## config.mk

```make
export PLATFORM = sky130hd
export DESIGN_NAME = fetch_stage
export DESIGN_NICKNAME = d
export VERILOG_FILES = /design/src/rtl/fetch_stage.sv
export SDC_FILE = /design/constraint.sdc
export NUM_CORES = 1
export LEC_CHECK = 0
export ABC_AREA = 0
export CORE_ASPECT_RATIO = 0.8
export CORE_MARGIN = 3
export CORE_UTILIZATION = 56
export CTS_BUF_LIST = sky130_fd_sc_hd__clkbuf_4 sky130_fd_sc_hd__clkbuf_8
export DETAILED_ROUTE_END_ITERATION = 10
export PLACE_DENSITY_LB_ADDON = 0.15
export SYNTH_ARGS = -nofsm -noshare
export SYNTH_HDL_FRONTEND = slang
export SYNTH_SLANG_ARGS = --single-unit
```

## constraint.sdc

```tcl
create_clock -name clk_i -period 4.25 [get_ports clk_i]
set_clock_uncertainty 0.15 [all_clocks]
set_input_delay 0.6375 -clock clk_i [delete_from_list [all_inputs] [get_ports clk_i]]
set_output_delay 0.6375 -clock clk_i [all_outputs]
set_load 0.005 [all_outputs]
```

## src/rtl/fetch_stage.sv

```systemverilog
// Instruction-fetch stage with IF/ID pipeline register for the 5-stage MIPS core.
// Owns the PC, drives the instruction-memory port and redirects on taken branch/J/JR.
//
// state | meaning
// BOOT  | single idle cycle after reset, no request
// FETCH | request outstanding at PC
// HOLD  | fetched word parked in hold_instr while ID is stalled
// DROP  | finishing a request whose word is squashed, then jump to pend_pc
module fetch_stage #(
  parameter logic [31:0] RESET_PC = 32'h0000_0000
) (
  input  logic        clk_i,
  input  logic        rst_i,
  input  logic        stall_i,
  input  logic [1:0]  pc_src_i,
  input  logic [31:0] jr_target_i,
  output logic        imem_req_o,
  output logic [31:0] imem_addr_o,
  input  logic [31:0] imem_rdata_i,
  input  logic        imem_ready_i,
  output logic [31:0] ifid_instr_o,
  output logic [31:0] ifid_pc4_o,
  output logic        ifid_valid_o
);

  typedef enum logic [1:0] {S_BOOT, S_FETCH, S_HOLD, S_DROP} state_e;

  state_e      state_q, state_d;
  logic [31:0] pc_q, pc_d;
  logic [31:0] pend_pc_q, pend_pc_d;
  logic [31:0] hold_instr_q, hold_instr_d;
  logic [31:0] ifid_instr_q, ifid_instr_d;
  logic [31:0] ifid_pc4_q, ifid_pc4_d;
  logic        ifid_valid_q, ifid_valid_d;

  logic [31:0] pc_plus4;
  logic [31:0] target;
  logic        redirect;

  assign pc_plus4 = pc_q + 32'd4;
  assign redirect = ifid_valid_q & (pc_src_i != 2'd0) & ~stall_i;

  always_comb begin
    target = pc_plus4;
    unique case (pc_src_i)
      2'd1:    target = ifid_pc4_q + {{14{ifid_instr_q[15]}}, ifid_instr_q[15:0], 2'b00};
      2'd2:    target = {ifid_pc4_q[31:28], ifid_instr_q[25:0], 2'b00};
      2'd3:    target = {jr_target_i[31:2], 2'b00};
      default: target = pc_plus4;
    endcase
  end

  always_comb begin
    state_d      = state_q;
    pc_d         = pc_q;
    pend_pc_d    = pend_pc_q;
    hold_instr_d = hold_instr_q;
    ifid_instr_d = ifid_instr_q;
    ifid_pc4_d   = ifid_pc4_q;
    ifid_valid_d = ifid_valid_q;

    // Any unstalled cycle that does not load an instruction below inserts a bubble.
    if (!stall_i) begin
      ifid_valid_d = 1'b0;
      ifid_instr_d = 32'h0;
    end

    unique case (state_q)
      S_BOOT: state_d = S_FETCH;
      S_FETCH: begin
        if (redirect) begin
          if (imem_ready_i) begin
            pc_d = target;
          end else begin
            pend_pc_d = target;
            state_d   = S_DROP;
          end
        end else if (imem_ready_i) begin
          if (!stall_i) begin
            ifid_instr_d = imem_rdata_i;
            ifid_pc4_d   = pc_plus4;
            ifid_valid_d = 1'b1;
            pc_d         = pc_plus4;
          end else begin
            hold_instr_d = imem_rdata_i;
            state_d      = S_HOLD;
          end
        end
      end
      S_HOLD: begin
        if (!stall_i) begin
          state_d = S_FETCH;
          if (redirect) begin
            pc_d = target;
          end else begin
            ifid_instr_d = hold_instr_q;
            ifid_pc4_d   = pc_plus4;
            ifid_valid_d = 1'b1;
            pc_d         = pc_plus4;
          end
        end
      end
      S_DROP: begin
        if (imem_ready_i) begin
          pc_d    = pend_pc_q;
          state_d = S_FETCH;
        end
      end
      default: state_d = S_BOOT;
    endcase
  end

  always_ff @(posedge clk_i) begin
    if (rst_i) begin
      state_q      <= S_BOOT;
      pc_q         <= RESET_PC;
      pend_pc_q    <= 32'h0;
      hold_instr_q <= 32'h0;
      ifid_instr_q <= 32'h0;
      ifid_pc4_q   <= 32'h0;
      ifid_valid_q <= 1'b0;
    end else begin
      state_q      <= state_d;
      pc_q         <= pc_d;
      pend_pc_q    <= pend_pc_d;
      hold_instr_q <= hold_instr_d;
      ifid_instr_q <= ifid_instr_d;
      ifid_pc4_q   <= ifid_pc4_d;
      ifid_valid_q <= ifid_valid_d;
    end
  end

  assign imem_req_o   = (state_q == S_FETCH) || (state_q == S_DROP);
  assign imem_addr_o  = pc_q;
  assign ifid_instr_o = ifid_instr_q;
  assign ifid_pc4_o   = ifid_pc4_q;
  assign ifid_valid_o = ifid_valid_q;

endmodule

```

# == Word level (Yosys, flattened, before mapping) ==
# Cells that the tools add are included.
# word_totals
memories,0
mem_bits_rw,0
mem_bits_ro,0
elab_cells,74
out_inout_bits,98
latch_bits,0
register_bits,163
# classes
n_bitwise,5
n_lt_le_gt_ge,0
shift,0
div_mod_pow,0
muxes,34
n_addsub,2
n_reduce_logical,10
n_mul,0
n_eq_ne,16
# op_table
operator,count
$mux W32,16
$pmux W32 S3,2
$pmux W32 S2,2
$add A32 B3 Y32 const B,1
$add A32 B32 Y32,1
$mux W2,6
$ne A2 B2 Y1 const B,6
$ne A3 B3 Y1 const B,4
$reduce_and A5 Y1,2
$eq A2 B2 Y1 const B,4
$pmux W2 S4,1
$mux W1,6
$reduce_and A6 Y1,1
$eq A2 B1 Y1 const B,2
$reduce_and A4 Y1,1
$reduce_bool A2 Y1,2
$not A1 Y1,3
$reduce_and A3 Y1,1
$reduce_bool A3 Y1,1
$and A1 B1 Y1,2
$logic_not A2 Y1,1
$pmux W1 S2,1
$logic_or A1 B1 Y1,1

# == Longest topological paths before layout ==
# Gate-level depths: netlist (run 1).
# depth
word_depth,6
mapped_depth,13
depth_no_buf,13

# == Worst setup path after synthesis (run 1) ==
# OpenSTA, ideal clock, no wires.
# synth_timing
path_type,register to register
from,"register ifid_instr_q[15], in the netlist ifid_instr_o[15]"
to,"register pc_q[28], in the netlist imem_addr_o[28]"
n_path_buf,0
stages_incl_launch_ff,12
setup_slack_ns,1.157
t_arrival_ns,2.852
synth_period_minus_slack_ns,3.093
cell_sequence,dfxtp_1 > ha_1 > and3_1 > and2_1 > nand4_1 > o21a_1 > o21ai_1 > or2_1 > a21oi_1 > o21a_1 > mux2_1 > a311oi_1
# synth_via
elab_chain_len,5
elab_cells_between_ends,7
classes_between,1 x add/sub; 6 x mux
# synth_rtl
element,line_no,source
"start, declared",32,"logic [31:0] ifid_instr_q, ifid_instr_d;"
"start signal, assigned",127,ifid_instr_q <= ifid_instr_d;
$add A32 B32 Y32 *,46,"2'd1: target = ifid_pc4_q + {{14{ifid_instr_q[15]}}, ifid_instr_q[15:0], 2'b00};"
$pmux W32 S3 *,45,unique case (pc_src_i)
$mux W32 (on tied branches),"93, 72",
$mux W32 (on tied branches),"91, 71",
$pmux W32 S3 *,68,unique case (state_q)
"end signal, assigned",124,pc_q <= pc_d;
"end, declared",29,"logic [31:0] pc_q, pc_d;"
# Every way passes the cells marked *; elsewhere a longest branch is shown, timed or not. The select of a mux whose other input is x is not followed.
# A chain may end at the register's enable or synchronous reset.

# == Worst setup path in the final report (run 1) ==
# layout_timing
from,"register ifid_instr_q[0], in the netlist ifid_instr_o[0]"
to,"register pc_q[20], in the netlist imem_addr_o[20]"
# The elaborated chain is that of the path after synthesis.

==> reports/metrics.yaml, run 1 <==
status:
  status: "complete, no violations"
global_routing:
  grt_max_degree: 119
  gr-total-overflow: 0
  grt_pass1_vias: 9088
  grt_pass1_wl_mm: 50.7
  antenna_found_initial: 0
  track_usage: 0.327
layout:
  drive_gt1_frac: 0.0609
  n_antenna_cell: 0
  area_growth_pct: 21.8
  fin_nets: 1503
clocking:
  path_clk_slew_ns: 0.11
  cts-resized-gates: 0
  clock-sinks: 163
  cts_root_buffer: "clkbuf_8"
  cts_tree: "built"
  post_cts_buffers: 0
  htree_levels: 4
  clk_latency_ns: 0.48
  holdBufCountCts: 0
  cts_buffers: 17
  clockBufferDepth: 2
detailed_routing:
  drt_iter0_markers: 1198
  wirelength_mm: 32.9
  drc_errors: 0
  vias_per_cell: 6.40
  first_pass_iters: 8
  wl_met1_mm: 14.4
  ant_nets: 0
  routed-via-count: 10438
  drt-wirelength-per-cell_um: 20.2
  met3_length_mm: 4.39
  highest_layer: "met4"
  dr_wl_met2_mm: 13.3
floorplan:
  rows: 42
  dieArea_mm2: 0.0194
  die_w_um: 155
  start_util: 0.585
  coreArea_mm2: 0.0170
  die_h_um: 125
  io_pins: 168
setup_path:
  cp_cell_sequence: "ha_1 > inv_1 > fa_1 > nor2b_1 > o21ai_1 > a21boi_1 > o31ai_1 > o21ai_1 > nor2_1 > xnor2_1 > a211oi_1 > o221ai_1 > a32o_1"
  crit_path_start_kind: "flip-flop"
  timing.critical_path.mode_cell: "o21ai_1"
  cpPeakStageDelay_ns: 0.51
  critical-path-top-delay-family: "compound AO/OA/AOI/OAI gates"
  required_ns: 4.47
  cp_num_buf_inv: 1
  cp_slowest_cell: "a211oi_1"
  criticalPathCategory: "flip-flop to flip-flop"
  crit_path_end_kind: "flip-flop"
  critPathArrivalTime_ns: 3.94
  critPathMaxFanout: 6
synthesis:
  ys_ff_latch: 163
  synth_top_cell_area_share: 0.329
  synth_area_leaders: "dfxtp_1, a21oi_1, nand2_1"
  synth_area_mm2: 0.00992
  async_flop_share: 0
  synth.net_count: 1396
  synth_area_leader_cell: "dfxtp_1"
  ys_seq_area_frac: 0.329
  yosysWarnings: 0
  ys.flop_type: "dfxtp_1"
  synth_edf_count: 0
  syn_inst: 1291
  syn_avg_cell_area_um2: 7.69
  synth_cell_type_count: 71
sta:
  period_share: 0.875
  fmax_ghz: 0.269
  drv_slew: 0
  fin_hold_ws_ns: 0.303
  max_slew_margin: 0.334
  finalCriticalPeriod_ns: 3.72
  worst_pin_slew_ns: 0.998
  rsz0062_at_grt: "no"
  final-hold-violation-count: 0
  setup_viol: 0
  finalSetupTns_ns: 0
power_and_ir_drop:
  p_leak_nw: 4.29
  powerDensity_mw_per_mm2: 475
  irDropWorstVdd_uv: 399
placed_design:
  numPortBuffers: 165
  routabilityCongestion: 0.918
  hpwlAfterDp_mm: 23.2
min_path:
  hold_path_class: "flip-flop to flip-flop"
run:
  drv_cap: 0
==> state kept, by name, summed over array words and instances, names as in the netlist <==
signal,flops
hold_instr_q,32
ifid_instr_o,32
ifid_pc4_o,32
ifid_valid_o,1
imem_addr_o,32
pend_pc_q,32
state_q,2
==> cells in the final DEF (no fill, tap or decap), types with 31 or more instances in the layout <==
| master | count |
|---|---|
| ha_1 | 34 |
| dfxtp_1 | 163 |
| nor3_1 | 47 |
| clkdlybuf4s50_1 | 161 |
| nand2_1 | 183 |
| a21oi_1 | 156 |
| nor2_1 | 112 |
| a211oi_1 | 45 |
| o22a_1 | 31 |
| mux2i_1 | 32 |
| a22oi_1 | 64 |
==> cell usage after synthesis (12+ instances only) <==
library cell    n
nand2_1       183
dfxtp_1       163
a21oi_1       157
nor2_1        113
clkbuf_1       93
a22oi_1        64
nor3_1         48
a211oi_1       45
ha_1           34
mux2i_1        32
o22a_1         31
o21ai_0        30
nand3_1        27
xor2_1         26
inv_1          22
xnor2_1        22
o211ai_1       14
and3_1         13
a21o_1         12
==> logic make-up (layout without fill, tap and decap cells) <==
family / after synthesis / after routing / share of synthesized area
AO/OA/AOI/OAI: 437 / 437 / 0.293
XOR/XNOR: 48 / 48 / 0.0424
multiplexers: 38 / 38 / 0.0436
buffers and inverters: 128 / 248 / 0.0493
flip-flops: 163 / 163 / 0.329
AND/OR/NAND/NOR: 442 / 442 / 0.198
adder cells (fa/ha/maj): 35 / 35 / 0.0449
==> path summary, 6_finish.rpt <==
kind	start	end	slack (ns)	depth (start not counted)
setup / recovery	ifid_instr_o[0]	imem_addr_o[20]	0.53	13
hold reg to reg	pend_pc_q[16]	pend_pc_q[16]	0.30	2
setup reg to reg	ifid_instr_o[0]	imem_addr_o[20]	0.53	13
hold / removal	pend_pc_q[16]	pend_pc_q[16]	0.30	2
==> routing by layer <==
metal / vias up / track usage
li1: 4923 / -
met5: - / 0
met2: 619 / 0.446
met3: 57 / 0.0912
met1: 4839 / 0.506
met4: 0 / 0.0800
==> report_power, final <==
part           switching, W  leakage, nW  internal, W
clock              0.000700        0.194     0.000442
combinational       0.00158         2.78      0.00105
sequential         0.000243         1.32      0.00172
total               0.00253         4.29      0.00321
==> worst reg2reg max path, cell delays in order (launching register included) <==
cell      delay [ns]
dfxtp_1         0.48
ha_1            0.24
inv_1           0.06
fa_1            0.46
nor2b_1         0.14
o21ai_1         0.08
a21boi_1        0.28
o31ai_1         0.17
o21ai_1         0.25
nor2_1          0.10
xnor2_1         0.16
a211oi_1        0.51
o221ai_1        0.25
a32o_1          0.28
==> stage by stage <==
step                utilization  instances  setup WS (ns)  power [W]  area, um2
global route              0.712       1631          0.420    0.00606      12100
CTS                       0.712       1631          0.653    0.00568      12100
floorplan                     -       1291           1.16    0.00354       9920
detailed placement        0.689       1599          0.762    0.00455      11700
global placement          0.689       1599          0.793    0.00451      11700
finish                    0.712       1631          0.530    0.00574      12100
==> area by class of cell <==
type | instances | area (um2)
Clock buffer | 17 | 234
Fill cell | 1410 | 4880
Sequential cell | 163 | 3260
Clock inverter | 15 | 166
Tap cell | 220 | 275
Multi-Input combinational cell | 1000 | 6200
Inverter | 22 | 82.6
Timing Repair Buffer | 194 | 1870
(Power assumes the default switching activity.)
==> run 2: changes to the inputs <==
==> constraint.sdc (replaced) <==
create_clock -name clk_i -period 4.25 [get_ports clk_i]
set_clock_uncertainty 0.15 [all_clocks]
set_input_delay 1.275 -clock clk_i [delete_from_list [all_inputs] [get_ports clk_i]]
set_output_delay 1.275 -clock clk_i [all_outputs]
set_load 0.01 [all_outputs]
==> run 2 against run 1 <==
- core utilization up 0.081 points
- design area up 0.11%
- worst hold slack better by 0.0045 ns
- fmax down 1.9%
- non-clock buffer count down 2
- setup slack worse by 0.072 ns
- critical path depth unchanged
- sequential share of layout area about the same
- flip-flop and latch count unchanged
- combinational power up 3%
==> reports/metrics.yaml, run 2 (same netlist as run 1, synthesis figures left out) <==
sta:
  final-hold-violation-count: 0  # unchanged
  fmax_ghz: 0.264  # was 0.269 GHz
  period_share: 0.892  # was 0.875
  worst_pin_slew_ns: 1.11  # was 0.998 ns
  finalSetupTns_ns: 0  # unchanged
  max_slew_margin: 0.260  # was 0.334
  rsz0062_at_grt: "no"  # unchanged
  layout_setup_ws_ns: 0.458  # was 0.530 ns
  setup_viol: 0  # unchanged
  finalCriticalPeriod_ns: 3.79  # was 3.72 ns
  drv_slew: 0  # unchanged
run:
  drv_cap: 0  # unchanged
detailed_routing:
  drt_iter0_markers: 1141  # was 1198
  drc_errors: 0  # unchanged
  drt-wirelength-per-cell_um: 20.6  # was 20.2 um
  ant_nets: 0  # unchanged
  routed-via-count: 10466  # was 10438
  vias_per_cell: 6.42  # was 6.40
  wirelength_mm: 33.5  # was 32.9 mm
  first_pass_iters: 6  # was 8
layout:
  fin_area_mm2: 0.0121  # about the same
  area_growth_pct: 22.0  # was 21.8%
  final_cell_mix: "nand2_1, dfxtp_1, clkdlybuf4s50_1, a21oi_1, nor2_1"  # unchanged
  fin_nets: 1501  # was 1503
  drive_gt1_frac: 0.0596  # was 0.0609
  post-route-util: 0.713  # was 0.712
  layout_commonest_cell: "nand2_1"  # unchanged
  n_antenna_cell: 0  # unchanged
  instances_no_fill: 1629  # was 1631
  nFillCells: 1404  # was 1410
setup_path:
  critical-path-top-delay-family: "compound AO/OA/AOI/OAI gates"  # unchanged
  reg2reg_slack_ns: 0.46  # was 0.53 ns
  cp_num_buf_inv: 1  # unchanged
  timing.critical_path.mode_cell: "o21ai_1"  # unchanged
  cp_cell_sequence: "ha_1 > inv_1 > fa_1 > nor2b_1 > o21ai_1 > a21boi_1 > o31ai_1 > o21ai_1 > nor2_1 > xnor2_1 > a211oi_1 > o221ai_1 > a32o_1"  # unchanged
  required_ns: 4.49  # was 4.47 ns
  critPathArrivalTime_ns: 4.03  # was 3.94 ns
  cpPeakStageDelay_ns: 0.64  # was 0.51 ns
  crit_path_start_kind: "flip-flop"  # unchanged
  critPathMaxFanout: 6  # unchanged
  crit_path_end_kind: "flip-flop"  # unchanged
  cp_slowest_cell: "a211oi_1"  # unchanged
  criticalPathCategory: "flip-flop to flip-flop"  # unchanged
clocking:
  cts_buffers: 17  # unchanged
  htree_levels: 4  # unchanged
  path_clk_slew_ns: 0.10  # was 0.11 ns
  cts-resized-gates: 0  # unchanged
  cts_root_buffer: "clkbuf_8"  # unchanged
  post_cts_buffers: 0  # unchanged
  clock-sinks: 163  # unchanged
  clockBufferDepth: 2  # unchanged
  cts_tree: "built"  # unchanged
  clk_latency_ns: 0.48  # about the same
  holdBufCountCts: 0  # unchanged
floorplan:
  dieArea_mm2: 0.0194  # unchanged
  io_pins: 168  # unchanged
  coreArea_mm2: 0.0170  # unchanged
  die_h_um: 125  # unchanged
  rows: 42  # unchanged
  start_util: 0.585  # unchanged
  die_w_um: 155  # unchanged
power_and_ir_drop:
  p_leak_nw: 4.30  # was 4.29 nW
  powerDensity_mw_per_mm2: 483  # was 475 mW/mm2
  irDropWorstVdd_uv: 343  # was 399 uV
global_routing:
  gr-total-overflow: 0  # unchanged
  track_usage: 0.333  # was 0.327
  grt_max_degree: 110  # was 119
  grt_pass1_wl_mm: 51.5  # was 50.7 mm
  grt_pass1_vias: 9309  # was 9088
  antenna_found_initial: 0  # unchanged
placed_design:
  pre_cts_ws_ns: 0.535  # was 0.762 ns
  routabilityCongestion: 0.915  # was 0.918
  numPortBuffers: 165  # unchanged
  hpwlAfterDp_mm: 23.4  # was 23.2 mm
  placed_cell_area_mm2: 0.0117  # about the same
  place_inst: 1597  # was 1599
status:
  status: "complete, no violations"  # unchanged
min_path:
  hold_path_class: "flip-flop to flip-flop"  # unchanged
[run 2: worst register-to-register path, cell delays in order, from the launching register on]
cell,delay [ns]
dfxtp_1,0.46
ha_1,0.23
inv_1,0.06
fa_1,0.43
nor2b_1,0.16
o21ai_1,0.09
a21boi_1,0.26
o31ai_1,0.17
o21ai_1,0.25
nor2_1,0.10
xnor2_1,0.16
a211oi_1,0.64
o221ai_1,0.25
a32o_1,0.29
[run 2: final timing paths]
check                        start  cells after the start                to
hold / removal    hold_instr_q[30]                      2  hold_instr_q[30]
setup reg to reg   ifid_instr_o[0]                     13   imem_addr_o[20]
setup / recovery   ifid_instr_o[0]                     13   imem_addr_o[20]
hold reg to reg   hold_instr_q[30]                      2  hold_instr_q[30]
[run 2: final cells by class]
type	count	area [um2]	area share
clock buffers	19	255	0.0211
clock inverters	13	149	0.0123
inverters	22	82.6	0.00682
multi-input cells	1000	6200	0.512
flip-flops and latches	163	3260	0.270
well taps	220	275	0.0227
repair buffers	192	1880	0.155
[run 2: per-stage QoR]
| stage | total power (W) | hold WS [ns] |
|---|---|---|
| floorplan | 0.00360 | 0.277 |
| global placement | 0.00456 | 0.285 |
| detailed placement | 0.00462 | 0.294 |
| CTS | 0.00577 | 0.308 |
| global route | 0.00617 | 0.324 |
| finish | 0.00585 | 0.308 |
[run 2: power by group]
group / switching [W] / leakage [nW] / internal (W)
clock network: 0.000665 / 0.200 / 0.000507
registers: 0.000247 / 1.32 / 0.00172
logic: 0.00165 / 2.78 / 0.00106
total: 0.00257 / 4.30 / 0.00328
[run 2: routing by layer]
layer  GRT usage  up-vias  share of wire
met1       0.501     4890           0.44
met2       0.458      609           0.40
met3       0.113       57           0.14
li1            -     4910              -
met4      0.0774        0          0.020
met5           0        -              0
==> run 3: changes to the inputs <==
Settings changed: ABC_AREA 0 to 1, ABC_CLOCK_PERIOD_IN_PS from default to 4250.
==> run 3 against run 2 <==
- routed wire length grew 12%
- design area grew 6.2%
- core utilization shrank 1.4 points
- synthesized cell count increased by 32%
- clock power is essentially flat
- critical path depth is 12 lower
- largest cell class unchanged
==> reports/metrics.yaml, run 3 <==
clocking:
  clk_latency_ns: 0.48  # about the same
  holdBufCountCts: 0  # unchanged
  cts-resized-gates: 0  # unchanged
  htree_levels: 4  # unchanged
  path_clk_slew_ns: 0.10  # about the same
  clock-sinks: 163  # unchanged
  post_cts_buffers: 0  # unchanged
  clockBufferDepth: 2  # unchanged
  cts_tree: "built"  # unchanged
  cts_root_buffer: "clkbuf_8"  # unchanged
  cts_buffers: 17  # unchanged
synthesis:
  synth_area_leaders: "dfxtp_1, nand2_1, o21ai_0"  # was dfxtp_1, a21oi_1, nand2_1
  synthTopCellsByCount: "nand2_1, inv_1, o21ai_0"  # was nand2_1, dfxtp_1, a21oi_1
  syn_avg_cell_area_um2: 6.23  # was 7.69 um2
  synth_top_cell_area_share: 0.306  # was 0.329
  ys_seq_area_frac: 0.306  # was 0.329
  synth.net_count: 1813  # was 1396
  yosysMostFrequentCell: "nand2_1"  # unchanged
  async_flop_share: 0  # unchanged
  synth_area_mm2: 0.0106  # was 0.00992 mm2
  synth_cell_type_count: 43  # was 71
  synth_edf_count: 0  # unchanged
  synth_area_leader_cell: "dfxtp_1"  # unchanged
  ys_ff_latch: 163  # unchanged
  yosysWarnings: 0  # unchanged
  ys.flop_type: "dfxtp_1"  # unchanged
  syn_inst: 1708  # was 1291
floorplan:
  die_w_um: 160  # was 155 um
  dieArea_mm2: 0.0207  # was 0.0194 mm2
  rows: 44  # was 42
  die_h_um: 129  # was 125 um
  start_util: 0.579  # was 0.585
  io_pins: 168  # unchanged
  coreArea_mm2: 0.0184  # was 0.0170 mm2
detailed_routing:
  first_pass_iters: 6  # unchanged
  wirelength_mm: 37.4  # was 33.5 mm
  ant_nets: 0  # unchanged
  routed-via-count: 12076  # was 10466
  drt-wirelength-per-cell_um: 17.8  # was 20.6 um
  drc_errors: 0  # unchanged
  drt_iter0_markers: 1425  # was 1141
  vias_per_cell: 5.76  # was 6.42
layout:
  layout_commonest_cell: "nand2_1"  # unchanged
  fin_nets: 1934  # was 1501
  fin_area_mm2: 0.0129  # was 0.0121 mm2
  drive_gt1_frac: 0.0424  # was 0.0596
  post-route-util: 0.699  # was 0.713
  instances_no_fill: 2095  # was 1629
  final_cell_mix: "nand2_1, inv_1, o21ai_0, clkdlybuf4s50_1, dfxtp_1"  # was nand2_1, dfxtp_1, clkdlybuf4s50_1, a21oi_1, nor2_1
  area_growth_pct: 20.7  # was 22.0%
setup_path:
  reg2reg_to: "pend_pc_q[23]"  # was imem_addr_o[20]
  cp_slowest_cell: "dfxtp_1"  # was a211oi_1
  reg2reg_slack_ns: 1.17  # was 0.46 ns
  crit_path_end_kind: "output port"  # was flip-flop
  required_ns: 2.82  # was 4.49 ns
  critical-path-top-delay-family: "flip-flops"  # was compound AO/OA/AOI/OAI gates
  criticalPathCategory: "flip-flop to output port"  # was flip-flop to flip-flop
  r2r_start: "ifid_instr_o[15]"  # was ifid_instr_o[0]
  critPathMaxFanout: 18  # was 6
  cp_num_buf_inv: 1  # unchanged
  crit_path_start_kind: "flip-flop"  # unchanged
  reg2regPathDepth: 11  # was 13
  critPathArrivalTime_ns: 2.06  # was 4.03 ns
  cp_cell_sequence: "clkdlybuf4s50_1"  # was ha_1 > inv_1 > fa_1 > nor2b_1 > o21ai_1 > a21boi_1 > o31ai_1 > o21ai_1 > nor2_1 > xnor2_1 > a211oi_1 > o221ai_1 > a32o_1
  cpPeakStageDelay_ns: 0.91  # was 0.64 ns
sta:
  period_share: 0.821  # was 0.892
  fmax_ghz: 0.287  # was 0.264 GHz
  finalSetupTns_ns: 0  # unchanged
  max_slew_margin: 0.321  # was 0.260
  finalCriticalPeriod_ns: 3.49  # was 3.79 ns
  final-hold-violation-count: 0  # unchanged
  rsz0062_at_grt: "no"  # unchanged
  drv_slew: 0  # unchanged
  setup_viol: 0  # unchanged
  worst_pin_slew_ns: 1.02  # was 1.11 ns
status:
  status: "complete, no violations"  # unchanged
power_and_ir_drop:
  powerDensity_mw_per_mm2: 600  # was 483 mW/mm2
  irDropWorstVdd_uv: 458  # was 343 uV
  p_leak_nw: 5.83  # was 4.30 nW
  power_w: 0.00771  # was 0.00585 W
min_path:
  hold_depth: 2  # unchanged
  hold_path_class: "flip-flop to flip-flop"  # unchanged
  min_to: "hold_instr_q[29]"  # was hold_instr_q[30]
  hp-start: "hold_instr_q[29]"  # was hold_instr_q[30]
placed_design:
  place_inst: 2063  # was 1597
  placed_cell_area_mm2: 0.0125  # was 0.0117 mm2
  hpwlAfterDp_mm: 27.2  # was 23.4 mm
  numPortBuffers: 165  # unchanged
  routabilityCongestion: 1.01  # was 0.915
run:
  drv_cap: 0  # unchanged
global_routing:
  grt_max_degree: 68  # was 110
  grt_pass1_wl_mm: 58.1  # was 51.5 mm
  antenna_found_initial: 1  # was 0
  grt_pass1_vias: 10689  # was 9309
  track_usage: 0.354  # was 0.333
  gr-total-overflow: 0  # unchanged
run 3: metrics by stage:
step | hold slack (ns) | setup WS [ns]
after detailed placement | 0.288 | 0.531
after global routing | 0.321 | 0.689
after CTS | 0.303 | 0.720
final | 0.302 | 0.760
after global placement | 0.285 | 0.565
after floorplan | 0.275 | 1.54
run 3: cell families (layout without fill, tap and decap cells):
family                     Yosys count  in the layout  share of synthesized area
buffers and inverters              338            471                      0.122
adders and majority gates           35             35                     0.0418
other                                0              1                          0
DFF                                163            163                      0.306
AOI/OAI and AO/OA                  477            477                      0.247
and+or+nand+nor                    667            667                      0.260
xor gates and xnor gates            28             28                     0.0237
run 3: cell type report:
type	instances	area, um2
Sequential cell	163	3260
Clock inverter	13	146
Tap cell	253	317
Antenna cell	1	2.50
Fill cell	1693	5530
Multi-Input combinational cell	1207	6100
Clock buffer	18	241
Inverter	250	938
Timing Repair Buffer	190	1850
run 3: how the worst max path moves through the flow:
| stage | start | endpoint | slack [ns] | cells past startpoint |
|---|---|---|---|---|
| after floorplan | stall_i | imem_addr_o[10] | 1.54 | 9 |
| after global placement | stall_i | pend_pc_q[11] | 0.56 | 9 |
| after detailed placement | pc_src_i[1] | ifid_instr_o[14] | 0.53 | 10 |
| after CTS | ifid_instr_o[15] | ifid_instr_o[15] | 0.72 | 1 |
| after global routing | ifid_instr_o[15] | ifid_instr_o[15] | 0.69 | 1 |
| final | ifid_instr_o[15] | ifid_instr_o[15] | 0.76 | 1 |
run 3: where the power goes:
part / internal [W] / leakage, nW / switching (W) / total (W)
clock: 0.000488 / 0.194 / 0.000670 / 0.00116
combinational: 0.00158 / 4.30 / 0.00243 / 0.00401
sequential: 0.00195 / 1.33 / 0.000591 / 0.00254
run 3: layer usage:
metal,track usage,up-vias,share of wire
li1,-,5820,-
met1,0.521,5486,0.44
met2,0.520,711,0.40
met3,0.0831,59,0.13
met4,0.0969,0,0.023
met5,0,-,0
